`src/rtl/vga_if.sv`:
```
// Raster-scan bundle from the timing generator to the pixel-colour stages.
// Coordinates, sync/blank flags, strobes and frame counter, all cycle-aligned.
interface vga_if #(
    parameter int FC_W = 8
);
    logic [9:0]      DrawX;
    logic [9:0]      DrawY;
    logic            hs;
    logic            vs;
    logic            blank;
    logic            line_start;
    logic            frame_start;
    logic [FC_W-1:0] frame_count;

    modport master (
        output DrawX, DrawY, hs, vs, blank, line_start, frame_start, frame_count
    );

    modport slave (
        input DrawX, DrawY, hs, vs, blank, line_start, frame_start, frame_count
    );
endinterface

```
`src/rtl/vga_timing_gen.sv`:
```
// Free-running VGA raster generator: pixel coordinates plus registered sync,
// blank, line/frame strobes and a frame counter, all describing the same pixel.
module vga_timing_gen #(
    parameter int H_VISIBLE = 640,
    parameter int H_FRONT   = 16,
    parameter int H_SYNC    = 96,
    parameter int H_BACK    = 48,
    parameter int V_VISIBLE = 480,
    parameter int V_FRONT   = 10,
    parameter int V_SYNC    = 2,
    parameter int V_BACK    = 33,
    parameter int FC_W      = 8
) (
    input  logic  vga_clk,
    input  logic  reset_n,
    vga_if.master vga
);
    localparam int H_TOTAL = H_VISIBLE + H_FRONT + H_SYNC + H_BACK;
    localparam int V_TOTAL = V_VISIBLE + V_FRONT + V_SYNC + V_BACK;

    localparam logic [9:0] H_LAST   = 10'(H_TOTAL - 1);
    localparam logic [9:0] V_LAST   = 10'(V_TOTAL - 1);
    localparam logic [9:0] H_VIS    = 10'(H_VISIBLE);
    localparam logic [9:0] V_VIS    = 10'(V_VISIBLE);
    localparam logic [9:0] HS_START = 10'(H_VISIBLE + H_FRONT);
    localparam logic [9:0] HS_END   = 10'(H_VISIBLE + H_FRONT + H_SYNC);
    localparam logic [9:0] VS_START = 10'(V_VISIBLE + V_FRONT);
    localparam logic [9:0] VS_END   = 10'(V_VISIBLE + V_FRONT + V_SYNC);

    function automatic logic in_window(input logic [9:0] v,
                                       input logic [9:0] lo,
                                       input logic [9:0] hi);
        return (v >= lo) && (v < hi);
    endfunction

    logic [9:0]      x_r, y_r;
    logic            hs_r, vs_r, blank_r, line_start_r, frame_start_r;
    logic [FC_W-1:0] fc_r;

    logic [9:0]      x_nxt_s, y_nxt_s;
    logic            hs_nxt_s, vs_nxt_s, blank_nxt_s, ls_nxt_s, fs_nxt_s;
    logic [FC_W-1:0] fc_nxt_s;

    // Next scan position and the flags that will describe it.
    always_comb begin
        x_nxt_s = x_r;
        y_nxt_s = y_r;
        if (x_r == H_LAST) begin
            x_nxt_s = 10'd0;
            if (y_r == V_LAST) begin
                y_nxt_s = 10'd0;
            end else begin
                y_nxt_s = y_r + 10'd1;
            end
        end else begin
            x_nxt_s = x_r + 10'd1;
        end

        blank_nxt_s = (x_nxt_s < H_VIS) && (y_nxt_s < V_VIS);
        hs_nxt_s    = !in_window(x_nxt_s, HS_START, HS_END);
        vs_nxt_s    = !in_window(y_nxt_s, VS_START, VS_END);
        ls_nxt_s    = (x_nxt_s == 10'd0);
        fs_nxt_s    = (x_nxt_s == 10'd0) && (y_nxt_s == 10'd0);

        // Count moves with the strobe so the (0,0) cycle already shows the new frame.
        if (fs_nxt_s) begin
            fc_nxt_s = fc_r + FC_W'(1);
        end else begin
            fc_nxt_s = fc_r;
        end
    end

    // Output registers; reset parks the scan on the last back-porch pixel.
    always_ff @(posedge vga_clk) begin
        if (!reset_n) begin
            x_r           <= H_LAST;
            y_r           <= V_LAST;
            hs_r          <= 1'b1;
            vs_r          <= 1'b1;
            blank_r       <= 1'b0;
            line_start_r  <= 1'b0;
            frame_start_r <= 1'b0;
            fc_r          <= '0;
        end else begin
            x_r           <= x_nxt_s;
            y_r           <= y_nxt_s;
            hs_r          <= hs_nxt_s;
            vs_r          <= vs_nxt_s;
            blank_r       <= blank_nxt_s;
            line_start_r  <= ls_nxt_s;
            frame_start_r <= fs_nxt_s;
            fc_r          <= fc_nxt_s;
        end
    end

    assign vga.DrawX       = x_r;
    assign vga.DrawY       = y_r;
    assign vga.hs          = hs_r;
    assign vga.vs          = vs_r;
    assign vga.blank       = blank_r;
    assign vga.line_start  = line_start_r;
    assign vga.frame_start = frame_start_r;
    assign vga.frame_count = fc_r;
endmodule

```
`src/flat_wrapper.sv`:
```
// flat-port wrapper written by rule: the top's interface ports become plain ports
module vga_timing_gen_flat 
#(
    parameter int H_VISIBLE = 640,
    parameter int H_FRONT   = 16,
    parameter int H_SYNC    = 96,
    parameter int H_BACK    = 48,
    parameter int V_VISIBLE = 480,
    parameter int V_FRONT   = 10,
    parameter int V_SYNC    = 2,
    parameter int V_BACK    = 33,
    parameter int FC_W      = 8
)
  (vga_clk, reset_n, vga_DrawX, vga_DrawY, vga_hs, vga_vs, vga_blank, vga_line_start, vga_frame_start, vga_frame_count);
  vga_if #(.FC_W(FC_W)) vga_i ();
  input  logic vga_clk;
  input  logic reset_n;
  output wire logic [$bits(vga_i.DrawX)-1:0] vga_DrawX;
  output wire logic [$bits(vga_i.DrawY)-1:0] vga_DrawY;
  output wire logic [$bits(vga_i.hs)-1:0] vga_hs;
  output wire logic [$bits(vga_i.vs)-1:0] vga_vs;
  output wire logic [$bits(vga_i.blank)-1:0] vga_blank;
  output wire logic [$bits(vga_i.line_start)-1:0] vga_line_start;
  output wire logic [$bits(vga_i.frame_start)-1:0] vga_frame_start;
  output wire logic [$bits(vga_i.frame_count)-1:0] vga_frame_count;
  assign vga_DrawX = vga_i.DrawX;
  assign vga_DrawY = vga_i.DrawY;
  assign vga_hs = vga_i.hs;
  assign vga_vs = vga_i.vs;
  assign vga_blank = vga_i.blank;
  assign vga_line_start = vga_i.line_start;
  assign vga_frame_start = vga_i.frame_start;
  assign vga_frame_count = vga_i.frame_count;
  vga_timing_gen #(.H_VISIBLE(H_VISIBLE), .H_FRONT(H_FRONT), .H_SYNC(H_SYNC), .H_BACK(H_BACK), .V_VISIBLE(V_VISIBLE), .V_FRONT(V_FRONT), .V_SYNC(V_SYNC), .V_BACK(V_BACK), .FC_W(FC_W)) u_core (.vga_clk(vga_clk), .reset_n(reset_n), .vga(vga_i));
endmodule
```
`config.mk`:
```
export PLATFORM = sky130hd
export DESIGN_NAME = vga_timing_gen_flat
export DESIGN_NICKNAME = d
export VERILOG_FILES = /design/src/rtl/vga_if.sv /design/src/rtl/vga_timing_gen.sv /design/src/flat_wrapper.sv
export SDC_FILE = /design/constraint.sdc
export NUM_CORES = 1
export LEC_CHECK = 0
export CORE_MARGIN = 3
export CORE_UTILIZATION = 35
export DETAILED_ROUTE_END_ITERATION = 12
export PLACE_DENSITY_LB_ADDON = 0.2
export SYNTH_ARGS = -nofsm -noshare
export SYNTH_HDL_FRONTEND = slang
export SYNTH_SLANG_ARGS = --single-unit
```
`constraint.sdc`:
```
create_clock -name vga_clk -period 7.95 [get_ports vga_clk]
set_input_delay 0.795 -clock vga_clk [delete_from_list [all_inputs] [get_ports vga_clk]]
set_output_delay 0.795 -clock vga_clk [all_outputs]
set_load 0.05 [all_outputs]
```
* After elaboration in Yosys (flattened, before gate mapping)
Cells that the tools add are included.
** Word-level totals
- Flip-flop bits (word level) :: 33
- Output and inout port bits :: 33
- Input bits :: 2
- Logic and storage cells :: 30
** Cells by class
- Reduce and logical (&&, ||, !) cells :: 8
- Muxes and demuxes :: 3
- Magnitude comparators :: 6
- $add $sub $neg :: 3
- Equal/unequal tests :: 2
** Operators with widths (count)
- $mux W10 :: 3
- $add A10 B1 Y10 const B :: 2
- $eq A10 B10 Y1 const B :: 2
- $logic_not A10 Y1 :: 2
- $lt A10 B10 Y1 const B :: 2
- $lt A10 B9 Y1 const B :: 2
- $ge A10 B10 Y1 const B :: 1
- $ge A10 B9 Y1 const B :: 1
- $add A8 B1 Y8 const B :: 1
- $logic_and A1 B1 Y1 :: 4
- $logic_not A1 Y1 :: 2

* Logic depth before layout (Yosys ltp)
- Depth in word-level cells :: 6
- Gate-level depth with buffers :: 10
- Mapped depth without buffers :: 9

* Least setup slack after synthesis
OpenSTA, ideal clock, no wires.
- Path kind :: reg-to-reg
- From :: reg u_core.x_r[2], in the netlist u_core.vga.DrawX[2]
- To :: reg u_core.fc_r[4], in the netlist u_core.vga.frame_count[4]
- Slack :: 4.961 ns
- Buffers on the path :: 0
- Data required time :: 7.878 ns
- Clock period less this slack :: 2.989 ns
- Library setup time :: 0.072 ns
- Arrival time :: 2.917 ns
- Cell stages (with the launch flop) :: 8
- Cells stage by stage :: dfxtp_1 -> nand3_2 -> or4b_1 -> a311oi_1 -> o211ai_1 -> or4b_4 -> or4_1 -> a21oi_1
** On the way
- Word-level cells in the longest chain between the ends :: 4
- Elaborated cells on any way between the ends :: 7
- Those cells by class :: add/sub: 1; eq/ne: 1; mux: 2; reduce/logical: 3
** Ends and longest elaborated chain
- start: declaration :: RTL line vga_timing_gen.sv:36 : logic [9:0] x_r, y_r;
- start signal: assignment :: RTL line vga_timing_gen.sv:85 : x_r <= x_nxt_s;
- $add A10 B1 Y10 or $eq A10 B10 Y1 (tied branches) :: RTL line vga_timing_gen.sv:56, vga_timing_gen.sv:48
- $mux W10 :: RTL line vga_timing_gen.sv:48 : if (x_r == H_LAST) begin
- $logic_not A10 Y1 :: RTL line vga_timing_gen.sv:63 : fs_nxt_s = (x_nxt_s == 10'd0) && (y_nxt_s == 10'd0);
- $logic_and A1 B1 Y1 * :: RTL line vga_timing_gen.sv:63
- end signal: assignment :: RTL line vga_timing_gen.sv:92 : fc_r <= fc_nxt_s;
- end: declaration :: RTL line vga_timing_gen.sv:38 : logic [FC_W-1:0] fc_r;
Every way passes the cells marked *; elsewhere a longest branch is shown, timed or not.
A chain may end at the register's enable or synchronous reset.

* Final worst setup path
- From :: reg u_core.x_r[5], in the netlist u_core.vga.DrawX[5]
- To :: reg u_core.fc_r[6], in the netlist u_core.vga.frame_count[6]
The elaborated chain is that of the path after synthesis.

==> reports/metrics.yaml <==
status: "complete, no violations"
crit_required_ns: 8.15
ctsLongestPathBuffers: 2
rows: 26
final-hold-violation-count: 0
nNetsFinal: 273
grt_pass1_vias: 1818
clkSinkCount: 33
coreArea_mm2: 0.00517
viasPerCell: 5.70
startpoint: "u_core.vga.DrawX[5]"
overflow: 0
worst_path_dominant_cell_family: "simple AND/OR/NAND/NOR gates"
slew_headroom_pct: 39.2
cts_tree: "built"
synth_nets: 247
place_congestion: 0.923
final_cell_mix: "clkdlybuf4s50_1, dfxtp_1, nand2_1"
synthArstFlopShare_pct: 0
cts_buffers: 5
die_area_mm2: 0.00634
end_kind: "register"
synth_edf_count: 0
syn_area_mm2: 0.00190
fillCellCount: 524
synth-seq-cells: 33
antenna_left: 0
area_growth_pct: 23.8
netlist_instances: 241
synthFlopType: "dfxtp_1"
fp.dieH_um: 79.6
drv_cap: 0
fmax_ghz: 0.317
cts-root-buf: "clkbuf_8"
fin_setup_tns_ns: 0
final_common_cell: "clkdlybuf4s50_1"
worst_pin_slew_ns: 0.907
track_usage_pct: 17.4
num_antenna_cells: 0
fin_area_mm2: 0.00235
io_buffers: 34
clkTransAtPathRegs_ns: 0.07
via_count: 1925
grt_first_pass_wirelength_mm: 8.79
finalPower_uw: 746
hpwl_mm: 3.59
yosys_warnings: 0
num_io_pins: 35
worstReg2RegStart: "u_core.vga.DrawX[5]"
postCtsHoldBufs: 0
drc: 0
grt_max_degree: 20
start_util_pct: 36.7
hp-start: "u_core.vga.frame_count[7]"
dr.pass1.iters: 4
critical_path.cell_chain: "nor4b_1, nand3_1, a21oi_1, o22ai_1, or4b_4, or4_1, a21oi_1"
die_x_um: 79.6
final-setup-viol-count: 0
leakage_uw: 0.000804
antenna_found_initial: 0
hold_path_class: "reg2reg"
clock-skew-final_ns: 0.00959
vdd_drop_max_v: 0.000206
htree_levels: 2
start_kind: "register"
period_share_pct: 39.7
post_dp_cell_area_mm2: 0.00227
synth_cell_type_count: 51
crit_arrival_ns: 3.35
rsz0062_at_grt: "false"
p_per_area_mw_per_mm2: 318
cp_common_cell: "a21oi_1"
cts_setup_buffers: 0
detail_route.wl_per_cell_um: 15.1
crit_slowest_cell: "or4b_4"
hold_slack_ns: 0.482
slew_viol_final: 0
clk-insertion-delay-late_ns: 0.28
path_class: "reg2reg"
fin_crit_ns: 3.15
wirelength_mm: 5.09
cts_resized: 0
drtIter0Drc: 232
crit_fanout: 15
postSynthAreaPerCell_um2: 7.87
path_buf_inv: 0
drive_gt1_share_pct: 4.48
yosysSeqAreaShare_pct: 34.8
critical-path-max-stage-delay_ns: 0.64
[layout make-up]
type / instances / area [um^2] / share of cell area, %
Multi-Input combinational cell: 186 / 1150 / 49.0
Sequential cell: 33 / 661 / 28.1
Timing Repair Buffer: 34 / 340 / 14.5
Tap cell: 70 / 87.6 / 3.73
Clock buffer: 6 / 72.6 / 3.09
Inverter: 7 / 26.3 / 1.12
Clock inverter: 2 / 10.0 / 0.426
[Yosys cell counts, drive strengths merged, types with 6 or more instances]
cell / n / area [um^2]
nand2: 24 / 90.1
o21ai: 13 / 65.1
inv: 6 / 22.5
a21oi: 16 / 80.1
nand3: 18 / 95.1
xnor2: 8 / 70.1
o31ai: 7 / 52.6
nand4: 7 / 43.8
clkbuf: 11 / 41.3
dfxtp: 33 / 661
nor2: 19 / 71.3
nor3: 9 / 45.0
[layer usage]
metal,global-route usage (%),part of all wire [%],vias to the layer above
met5,0,0,-
met4,5.50,1.4,0
met3,3.16,6.0,9
met2,27.8,46,66
met1,23.6,47,908
li1,-,-,942
[logic make-up after synthesis]
| logic type | after synthesis | share of synthesized area [%] |
|---|---|---|
| buffers and inverters | 22 | 4.75 |
| flip-flops | 33 | 34.8 |
| AO/OA/AOI/OAI | 55 | 18.7 |
| adder cells (fa/ha/maj) | 4 | 2.64 |
| AND/OR/NAND/NOR | 113 | 32.5 |
| multiplexers | 1 | 0.528 |
| XOR/XNOR | 13 | 6.00 |
[sequential cells by signal, summed over array words and instances (netlist names)]
name	cells
u_core.vga.blank	1
u_core.vga.frame_count	8
u_core.vga.DrawY	10
u_core.vga.hs	1
u_core.vga.vs	1
u_core.vga.DrawX	10
u_core.vga.line_start	1
u_core.vga.frame_start	1
[final timing paths]
check                              end  slack (ns)  cells after the start
max          u_core.vga.frame_count[6]        4.80                      7
min          u_core.vga.frame_count[7]        0.48                      2
max reg2reg  u_core.vga.frame_count[6]        4.80                      7
min reg2reg  u_core.vga.frame_count[7]        0.48                      2
[worst register-to-register path: cells and delay by family (launching register included)]
family,cells,cell delay [ns]
AO/OA/AOI/OAI,3,0.59
AND/OR/NAND/NOR,4,2.04
flip-flops,1,0.45
[metrics by stage]
step	util (%)	setup slack [ns]	std cells
after global placement	43.8	4.92	330
after detailed placement	43.8	4.84	330
after floorplan	-	4.96	241
final	45.4	4.80	338
after CTS	45.4	4.81	338
after global routing	45.4	4.46	338
[power by group]
part           total [uW]  switching, uW  leakage, uW  internal, uW
Clock                 122           61.5    0.0000450          60.7
Sequential            245           54.0     0.000268           191
Combinational         379            250     0.000491           129
Total                 746            366     0.000804           381
Note: power is estimated with default switching activity, not from simulation.
==> patch 1 (same settings) <==
Take the reset off `fc_r` and load it in a clocked block of its own.
--- a/src/rtl/vga_timing_gen.sv
+++ b/src/rtl/vga_timing_gen.sv
@@ -82,3 +82,2 @@
             frame_start_r <= 1'b0;
-            fc_r          <= '0;
         end else begin
@@ -91,4 +90,7 @@
             frame_start_r <= fs_nxt_s;
-            fc_r          <= fc_nxt_s;
         end
+    end
+
+    always_ff @(posedge vga_clk) begin
+        fc_r <= fc_nxt_s;
     end
Formal check against the unedited RTL: differs if reset_n is asserted again (counterexample within 4 cycles, from zero or initial values and one cycle with reset_n low); with reset_n held inactive, the same outputs for 10 cycles.
==> patch 1 against the unedited design <==
Final cell count fell by 12%; sequential cell count did not move; area after synthesis fell by 1.3%; design area barely moved; power rose by 22%; wire length fell by 14%; combinational power rose by 20%; worst setup slack improved by 390 ps; critical path type unchanged.
==> patch 1: results (changes against the unedited design) <==
| Metric | Value |
|---|---|
| Post-DP Area | `2210 um2 (-2.3%)` |
| Met1 Usage GRT | `20.9% (-2.7 points)` |
| Worst-path fanout max | `12 (-3)` |
| GRT Overall Usage | `15.4% (-2.0 points)` |
| M2 GR Usage | `23.9% (-3.9 points)` |
| Routed wl met3 | `264 um (-14%)` |
| CTS max path bufs | `2 (unchanged)` |
| 1st-iter DRT viols | `120 (-48%)` |
| Layout fillers | `494 (-5.7%)` |
| Post-synthesis compound-gate area fraction | `13.4% (-5.3 points)` |
| Post-Synth XOR/XNOR Area | `9.82% (+3.8 points)` |
| DP Wirelength | `3220 um (-10%)` |
| Largest net degree at the start of global routing | `13 (-35%)` |
| Adder-cell share of the synthesized area | `2.67% (+0.033 points)` |
| GR Layer Usage met3 | `3.51% (+0.35 points)` |
| Syn Nets | `205 (-17%)` |
| Total number of vias | `1577 (-18%)` |
| Synth cell count leaders | `dfxtp_1, nand3_1, nand2_1, nor2_1, xnor2_1` |
| Yosys cell types | `57 (+12%)` |
| Main area contributors after synthesis | `dfxtp_1, edfxtp_1, xnor2_1` |
| Sequential-to-total area share from yosys stat | `39.5% (+4.7 points)` |
| Skew final | `4.80 ps (-4.78 ps)` |
| DRT Wirelength | `4390 um (-14%)` |
| Status | `finished, final reports clean` |
| WL met2 | `1910 um (-18%)` |
| First-pass GRT wire length | `7700 um (-12%)` |
| Vias per inst | `5.31 (-6.8%)` |
| Hold EP | `u_core.vga.frame_count[7]` |
| Post-layout util | `47.5% (+2.1 points)` |
| Initial antenna violation count | `0 (unchanged)` |
| Max IR drop VDD | `0.170 mV (-18%)` |
| Port Buffers | `34 (unchanged)` |
| Number of synthesized flops with an enable pin | `8 (+8)` |
| Syn avg cell area | `9.41 um2 (+20%)` |
| Family with the most delay on the worst path | `simple AND/OR/NAND/NOR gates` |
| Leakage | `0.850 nW (+5.7%)` |
| Mux cell area share after synthesis | `0.534% (+0.0067 points)` |
| R2R depth | `7 (unchanged)` |
| RePlAce Congestion | `0.933 (+1.0%)` |
| Worst relative slew slack | `62.2% (+23 points)` |
| Worst hold start | `u_core.vga.frame_count[7]` |
| Share of cells above drive strength 1 | `10.4% (+6.0 points)` |
| Slowest stage delay, CP | `680 ps (+40 ps)` |
| CP max-delay cell | `dfxtp_1` |
| Cell total after placement | `289 (-12%)` |
| Dpl ws | `5200 ps (+364 ps)` |
| Worst hold slack | `595 ps (+114 ps)` |
| Reg2reg end | `u_core.vga.frame_count[7]` |
| Wl on met1 | `2140 um (-9.9%)` |
==> patch 1: cell types whose count changed in the layout (fill, tap and decap cells not counted), moves of 5 or more <==
cell      unedited run  this run
nand2_1             24        14
a21oi_1             16         8
dfxtp_1             33        25
edfxtp_1             0         8
o21ai_0             13         5
o31ai_1              7         1
nor2_1              19        14
==> patch 1: worst max path at each step <==
stage                                     end  slack [ps]
CTS                 u_core.vga.frame_count[1]        5180
detailed placement  u_core.vga.frame_count[6]        5200
global placement    u_core.vga.frame_count[6]        5250
floorplan           u_core.vga.frame_count[0]        4530
global route        u_core.vga.frame_count[4]        4970
finish              u_core.vga.frame_count[7]        5190
==> patch 1: cell type report <==
class,count,area share (%)
sequential,33,31.6
timing repair buffer,35,14.8
multi-input combinational,149,43.6
tap,67,3.57
clock inverter,3,2.77
clock buffer,5,2.93
inverter,5,0.800
==> patch 1: where the power goes <==
group	internal [mW]	total, mW	switching (mW)
registers	0.200	0.267	0.0671
clock network	0.124	0.187	0.0622
logic	0.177	0.455	0.278
==> patch 2 (same flow settings) <==
Made on the original files. `FC_W` is set to 8 in 3 places; all go to 10.
--- a/src/rtl/vga_if.sv
+++ b/src/rtl/vga_if.sv
@@ -3,3 +3,3 @@
 interface vga_if #(
-    parameter int FC_W = 8
+    parameter int FC_W = 10
 );
--- a/src/rtl/vga_timing_gen.sv
+++ b/src/rtl/vga_timing_gen.sv
@@ -11,3 +11,3 @@
     parameter int V_BACK    = 33,
-    parameter int FC_W      = 8
+    parameter int FC_W      = 10
 ) (
--- a/src/flat_wrapper.sv
+++ b/src/flat_wrapper.sv
@@ -11,3 +11,3 @@
     parameter int V_BACK    = 33,
-    parameter int FC_W      = 8
+    parameter int FC_W      = 10
 )
Interface: changed (resized vga_frame_count); port bits go from 35 to 37. The function was not compared with the original's and may differ.
==> patch 2 against the unedited design <==
Final cell count is 3.8% lower; sequential cell count is 2 higher; critical endpoint unchanged; wire length is 15% lower; global-route usage is 2.9 points lower; clock skew is 3.4 ps lower; power is 9.8% higher; worst setup slack better by 21 ps; design area is 0.32% higher; synthesized cell count is 7.1% lower; critical path depth is 2 higher; via count is 13% lower; die area is 0.36% lower; area after synthesis is 0.40% lower.
==> patch 2: results (changes against the unedited design) <==
| Metric | Value |
|---|---|
| Routed wl met3 | `168 um (-45%)` |
| Layout fillers | `519 (-0.95%)` |
| Least-Margin Pin Slew | `675 ps (-232 ps)` |
| ClkCell Share | `4.25% (+0.73 points)` |
| DP Wirelength | `3150 um (-12%)` |
| Synth cell count leaders | `dfxtp_1, nand2_1, nor2_1` |
| Met1 Usage GRT | `19.0% (-4.5 points)` |
| DRT Wirelength | `4340 um (-15%)` |
| Wl on met1 | `2090 um (-12%)` |
| CP max-delay cell | `or4_1` |
| Non-CTS inverters | `6 (-1)` |
| # clk buffers | `8 (+2)` |
| Status | `finished, final reports clean` |
| Max IR drop VDD | `0.165 mV (-20%)` |
| Seq Cell Count | `35 (+6.1%)` |
| Layout Cells excl Fill | `325 (-3.8%)` |
| Worst Path Arrival | `3340 ps (about the same)` |
| WL met2 | `2010 um (-14%)` |
| Reg area | `701 um2 (+6.1%)` |
| RePlAce Congestion | `0.829 (-10%)` |
| Total number of vias | `1680 (-13%)` |
| Share of cells above drive strength 1 | `5.49% (+1.0 points)` |
| Largest net degree at the start of global routing | `19 (-5.0%)` |
| GRT Overall Usage | `14.5% (-2.9 points)` |
| Skew final | `6.19 ps (-3.39 ps)` |
| Cell total after placement | `317 (-3.9%)` |
| Dpl ws | `4830 ps (-2.05 ps)` |
| P_int | `432 uW (+14%)` |
| Flop+latch power | `265 uW (+8.2%)` |
| Logic power comb | `412 uW (+8.7%)` |
| Yosys cell types | `47 (-7.8%)` |
| Slowest stage delay, CP | `490 ps (-150 ps)` |
| Max-slew violation count | `0 (unchanged)` |
| 1st-iter DRT viols | `80 (-66%)` |
| Leakage | `0.811 nW (+0.83%)` |
| Final #Nets | `260 (-4.8%)` |
| #MultiIn Comb | `170 (-8.6%)` |
| First-pass GRT wire length | `7190 um (-18%)` |
| Multi-input logic area | `1080 um2 (-5.8%)` |
| Non-clock buffer count | `36 (+5.9%)` |
| Post-DP Area | `2260 um2 (-0.44%)` |
| M2 GR Usage | `22.6% (-5.2 points)` |
| Layout area overhead | `24.7%` |
| GR Layer Usage met3 | `4.06% (+0.90 points)` |
| Vias in the first global route | `1512 (-17%)` |
| Worst-path fanout max | `12 (-3)` |
| Syn Nets | `230 (-6.9%)` |
| Sequential-to-total area share from yosys stat | `37.1% (+2.3 points)` |
| Main area contributors after synthesis | `dfxtp_1, nand2_1, nor2_1` |
| Port Buffers | `36 (+5.9%)` |
==> patch 2: path summary, 6_finish.rpt <==
path                                             endpoint                       from  cells past startpoint  slack, ps
worst max-delay path            u_core.vga.frame_count[6]        u_core.vga.DrawX[0]                      9       4820
worst min-delay path            u_core.vga.frame_count[9]  u_core.vga.frame_count[9]                      2        470
worst max register to register  u_core.vga.frame_count[6]        u_core.vga.DrawX[0]                      9       4820
worst min register to register  u_core.vga.frame_count[9]  u_core.vga.frame_count[9]                      2        470
==> patch 2: cells by family (layout without fill, tap and decap cells) <==
kind of cell | Yosys count | in the layout | share of synthesized area, %
muxes | 6 | 6 | 3.18
DFF | 35 | 35 | 37.1
and+or+nand+nor | 110 | 110 | 32.1
xor gates and xnor gates | 14 | 14 | 6.49
adders and majority gates | 4 | 4 | 2.65
AOI/OAI and AO/OA | 36 | 36 | 13.0
buffers and inverters | 19 | 50 | 5.50
